===== config.mk =====
export PLATFORM = sky130hd
export DESIGN_NAME = mem_access_ctrl
export DESIGN_NICKNAME = d
export VERILOG_FILES = /design/src/rtl/mem_access_ctrl_pkg.sv /design/src/rtl/mem_access_ctrl_timer.sv /design/src/rtl/mem_access_ctrl.sv
export SDC_FILE = /design/constraint.sdc
export NUM_CORES = 1
export LEC_CHECK = 0
export CORE_ASPECT_RATIO = 1.1
export CORE_MARGIN = 4
export CORE_UTILIZATION = 42
export CTS_BUF_LIST = sky130_fd_sc_hd__clkbuf_8
export CTS_CLUSTER_SIZE = 24
export DETAILED_ROUTE_END_ITERATION = 7
export GPL_ROUTABILITY_DRIVEN = 0
export GPL_TIMING_DRIVEN = 1
export PLACE_DENSITY_LB_ADDON = 0.2
export SLEW_MARGIN = 20
export SYNTH_ARGS = -nofsm -noshare
export SYNTH_HDL_FRONTEND = slang
export SYNTH_SLANG_ARGS = --single-unit

===== constraint.sdc =====
create_clock -name clk_i -period 1.65 [get_ports clk_i]
set_input_delay 0.33 -clock clk_i [delete_from_list [all_inputs] [get_ports clk_i]]
set_output_delay 0.33 -clock clk_i [all_outputs]
set_load 0.1 [all_outputs]

===== src/rtl/mem_access_ctrl_pkg.sv =====
// Shared types and constants for the MEM-stage data-memory access controller.
// State encodings, default timeout and reset/zero constants live here.
package mem_access_ctrl_pkg;

  typedef enum logic [1:0] {
    MAC_IDLE = 2'd0,
    MAC_REQ  = 2'd1,
    MAC_DONE = 2'd2
  } mac_state_e;

  localparam int          MAC_TIMEOUT_DEFAULT = 15;
  localparam logic        RST_ENABLE          = 1'b1;
  localparam logic [15:0] ZERO16              = 16'h0000;

endpackage


===== src/rtl/mem_access_ctrl_timer.sv =====
// Timeout counter for the access controller: counts REQ cycles without an ack
// and flags the last permitted cycle so the FSM can abort on that edge.
module mac_timer
  import mem_access_ctrl_pkg::*;
#(
  parameter int TIMER_W = 4,
  parameter int LIMIT   = MAC_TIMEOUT_DEFAULT
) (
  input  logic clk_i,
  input  logic rst_i,
  input  logic clr_i,
  input  logic inc_i,
  output logic expire_o
);

  localparam logic [TIMER_W-1:0] LAST = TIMER_W'(LIMIT - 1);

  logic [TIMER_W-1:0] r_cnt;

  always_ff @(posedge clk_i) begin
    if (rst_i == RST_ENABLE || clr_i) begin
      r_cnt <= '0;
    end else if (inc_i) begin
      r_cnt <= r_cnt + 1'b1;
    end
  end

  assign expire_o = (r_cnt == LAST);

endmodule


===== src/rtl/mem_access_ctrl.sv =====
// MEM-stage data-memory sequencer: issues req/ack transactions, stalls the
// upstream pipeline while one is outstanding, captures load data, aborts on timeout.
module mem_access_ctrl
  import mem_access_ctrl_pkg::*;
#(
  parameter int TIMEOUT_CYCLES = MAC_TIMEOUT_DEFAULT,
  parameter int TIMER_W        = 4
) (
  input  logic        clk_i,
  input  logic        rst_i,
  input  logic        mem_memRead_i,
  input  logic        mem_memWrite_i,
  input  logic [15:0] mem_addr_i,
  input  logic [15:0] mem_wdata_i,
  output logic        dm_req_o,
  output logic        dm_we_o,
  output logic [15:0] dm_addr_o,
  output logic [15:0] dm_wdata_o,
  input  logic        dm_ack_i,
  input  logic [15:0] dm_rdata_i,
  output logic        stall_o,
  output logic        wb_bubble_o,
  output logic [15:0] mem_memData_o,
  output logic        busy_o,
  output logic        timeout_err_o
);

  mac_state_e  r_state;
  mac_state_e  w_next;
  logic        w_access;
  logic        w_expire;
  logic        w_in_req;
  logic        r_we;
  logic [15:0] r_addr;
  logic [15:0] r_wdata;
  logic [15:0] r_data;
  logic        r_err;

  assign w_access = mem_memRead_i | mem_memWrite_i;
  assign w_in_req = (r_state == MAC_REQ);

  // Counter only advances on REQ cycles that neither complete nor abort,
  // so it can never wrap; it is held at zero outside REQ.
  mac_timer #(
    .TIMER_W (TIMER_W),
    .LIMIT   (TIMEOUT_CYCLES)
  ) u_timer (
    .clk_i    (clk_i),
    .rst_i    (rst_i),
    .clr_i    (!w_in_req),
    .inc_i    (w_in_req && !dm_ack_i && !w_expire),
    .expire_o (w_expire)
  );

  always_ff @(posedge clk_i) begin
    if (rst_i == RST_ENABLE) begin
      r_state <= MAC_IDLE;
    end else begin
      r_state <= w_next;
    end
  end

  always_comb begin
    w_next = r_state;
    case (r_state)
      MAC_IDLE: if (w_access) w_next = MAC_REQ;
      MAC_REQ:  if (dm_ack_i || w_expire) w_next = MAC_DONE;
      MAC_DONE: w_next = MAC_IDLE;
      default:  w_next = MAC_IDLE;
    endcase
  end

  // A write (including read+write) never touches the load-data register.
  always_ff @(posedge clk_i) begin
    if (rst_i == RST_ENABLE) begin
      r_we    <= 1'b0;
      r_addr  <= ZERO16;
      r_wdata <= ZERO16;
      r_data  <= ZERO16;
      r_err   <= 1'b0;
    end else begin
      if (r_state == MAC_IDLE && w_access) begin
        r_we    <= mem_memWrite_i;
        r_addr  <= mem_addr_i;
        r_wdata <= mem_wdata_i;
      end
      if (w_in_req) begin
        if (dm_ack_i) begin
          if (!r_we) r_data <= dm_rdata_i;
        end else if (w_expire) begin
          r_err <= 1'b1;
          if (!r_we) r_data <= ZERO16;
        end
      end
    end
  end

  assign dm_req_o      = w_in_req;
  assign dm_we_o       = r_we;
  assign dm_addr_o     = r_addr;
  assign dm_wdata_o    = r_wdata;
  assign stall_o       = ((r_state == MAC_IDLE) && w_access) || w_in_req;
  assign wb_bubble_o   = stall_o;
  assign busy_o        = (r_state != MAC_IDLE);
  assign mem_memData_o = r_data;
  assign timeout_err_o = r_err;

endmodule


==> flow_summary.json <==
{
  "cp_top_family": "buffers and inverters",
  "min_period_over_period": 0.958,
  "hold_violations": 0,
  "io_buffers": 106,
  "max_slew_margin": 0.746,
  "ff2ff_path_depth": 5,
  "hold_buffers": 0,
  "yosys.area.top_type": "dfxtp_1",
  "ff2ff_setup_slack_ns": 0.15,
  "slowest_stage": "or2_4",
  "final_common_cell": "buf_12",
  "vias_per_cell": 5.47,
  "p_per_area_mw_per_mm2": 998,
  "async_flop_share": 0,
  "htree_levels": 2,
  "clock_sinks": 56,
  "synthDistinctLibCells": 30,
  "critPathLaunchType": "input pin",
  "outcome": "finished clean",
  "max-vdd-ir-drop_mv": 0.575,
  "clockBufferDepth": 2,
  "crit_fanout": 2,
  "crit_type": "input pin to primary output",
  "clock_latency_ns": 0.30,
  "cts_tree": "yes",
  "cp_slowest_stage_delay_ns": 0.27,
  "firstDrtPassIters": 4,
  "drv_slew": 0,
  "rsz0062_at_grt": "false",
  "cp_cell_sequence": "dlygate4sd2_1 > or2_4 > a21o_4 > buf_12",
  "die_w_um": 77.1,
  "fp-row-count": 27,
  "fill_cells": 332,
  "ys_seq_elements": 56,
  "dp_hpwl_um": 5070,
  "fmax_mhz": 632,
  "drtIter0Drc": 120,
  "syn_nets": 317,
  "holdWs_ns": 0.453,
  "grt_pass1_vias": 2342,
  "ios": 107,
  "setup-violations-final": 0,
  "diodes": 0,
  "period_minus_slack_ns": 1.58,
  "final_area_mm2": 0.00405,
  "hold_end": "u_timer.r_cnt[3]$_SDFFE_PP0P_",
  "dieHeight_um": 84.0,
  "cap_violations": 0,
  "core_mm2": 0.00503,
  "num_vias": 2331,
  "critPathBufInv": 2,
  "final_cell_mix": "54 x buf_12, 53 x dfxtp_1, 52 x a21oi_1, 49 x clkdlybuf4s50_1, 48 x o21ai_1",
  "drive_above_1_share": 0.258,
  "min_path_cells": 4,
  "drc": 0,
  "synth-seq-area-share": 0.508,
  "placed_cells": 418,
  "clkSlewWorstSetupHoldPaths_ns": 0.10,
  "cts_buffers": 5,
  "power.static_leakage_uw": 0.00154,
  "final_cells": 426,
  "grt_max_degree": 38,
  "syn_area_mm2": 0.00221,
  "tightest_slew_ns": 0.380,
  "utilization": 0.805,
  "gr-usage-all-layers": 0.213,
  "ant_nets": 0,
  "syn_area_per_cell_um2": 8.42,
  "clock_skew_ns": 0.00867,
  "yosys-top-cells-area": "dfxtp_1 51%, a21oi_1 12%, o21ai_1 11%, nand3_1 7.9%, nand2_1 2.9%",
  "synth_edf_count": 0,
  "grt_pass1_wl_um": 11300,
  "start_util": 0.438,
  "cp-end-kind": "primary output",
  "layout.nets": 422,
  "r2r-start": "u_timer.r_cnt[0]$_SDFFE_PP0P_",
  "hold_path.class": "input pin to flop",
  "route.final.wire_length_um": 6850,
  "placed_area_mm2": 0.00391,
  "antenna_found_initial": 0,
  "syn_inst": 262,
  "r2r-end": "u_timer.r_cnt[2]$_SDFFE_PP0P_",
  "holdCritStartpoint": "rst_i",
  "gr-total-overflow": 0,
  "ys_warn_count": 0,
  "synthToLayoutAreaGrowth_pct": 83.8,
  "synth_top_area_share": 0.508,
  "clockRootBuffer": "clkbuf_8",
  "crit_required_ns": 1.32,
  "dieArea_mm2": 0.00648,
  "synth_ff_type": "dfxtp_1",
  "cp.arrival_ns": 1.25,
  "wl_per_cell_um": 16.1
}
==> power breakdown <==
| part | total, µW | internal [µW] | switching [µW] |
|---|---|---|---|
| logic | 1550 | 583 | 969 |
| clock network | 959 | 536 | 423 |
| registers | 1530 | 1440 | 95.1 |
==> worst reg2reg max path, stage by stage, from the launching register on <==
cell and delay (ns):
dfxtp_1 0.40, inv_1 0.07, ha_1 0.23, and3_1 0.24
o311ai_1 0.30, o41ai_1 0.13
==> registers in the layout (all words and copies together) (netlist names) <==
name,cells
dm_wdata_o,16
timeout_err_o,1
dm_we_o,1
u_timer.r_cnt,4
r_state,2
dm_addr_o,16
mem_memData_o,16
==> routing by layer <==
layer | share of wire | global-route usage | vias to the layer above
li1 | - | - | 1140
met1 | 0.41 | 0.253 | 1090
met2 | 0.50 | 0.368 | 93
met3 | 0.075 | 0.0713 | 8
met4 | 0.0085 | 0.0534 | 0
met5 | 0 | 0 | -
==> worst max-delay path by stage <==
stage	startpoint	endpoint	slack [ns]	cells past startpoint
after floorplan	r_state[0]$_SDFFE_PP0P_	wb_bubble_o	-0.16	3
after global placement	mem_memWrite_i	wb_bubble_o	-0.13	4
after detailed placement	mem_memWrite_i	wb_bubble_o	-0.14	4
after CTS	r_state[1]$_SDFFE_PP0P_	busy_o	0.04	3
after global routing	r_state[1]$_SDFFE_PP0P_	wb_bubble_o	0.03	3
final	mem_memRead_i	wb_bubble_o	0.07	4
==> through the flow <==
stage,setup TNS [ns],worst slack (ns),power [µW]
floorplan,-0.164,-0.164,2480
global placement,-0.321,-0.129,3090
detailed placement,-1.29,-0.135,3110
CTS,0,0.0388,4070
global route,0,0.0277,4190
finish,0,0.0688,4040
==> area by class of cell <==
type / instances / area [µm²] / area share
repair buffers: 122 / 1710 / 0.423
flip-flops and latches: 56 / 1130 / 0.279
multi-input cells: 178 / 991 / 0.244
clock buffers: 7 / 96.3 / 0.0238
well taps: 58 / 72.6 / 0.0179
clock inverters: 1 / 30.0 / 0.00741
inverters: 4 / 20.0 / 0.00494
==> synth_stat cells, types with 2 or more instances <==
library cell  number
dfxtp_1           56
a21oi_1           52
o21ai_1           48
nand3_1           35
nand2_1           17
clkbuf_1          12
buf_2             10
nor2_1             4
inv_1              3
buf_4              2
ha_1               2
o21ai_0            2
or3b_4             2
==> cells by family (layout without fill, tap and decap cells) <==
group,Yosys count,in the layout,share of synthesized area
AO/OA/AOI/OAI,110,110,0.271
adder cells (fa/ha/maj),2,2,0.0113
buffers and inverters,28,134,0.0567
flip-flops,56,56,0.508
AND/OR/NAND/NOR,66,66,0.153
==> repair_timing <==
action | CTS | global route
pin swaps | 2 | 0
setup endpoints to repair | 3 | 3
setup buffers | 0 | 0
gates resized for setup | 6 | 2
Power figures use the tool's default switching activity.
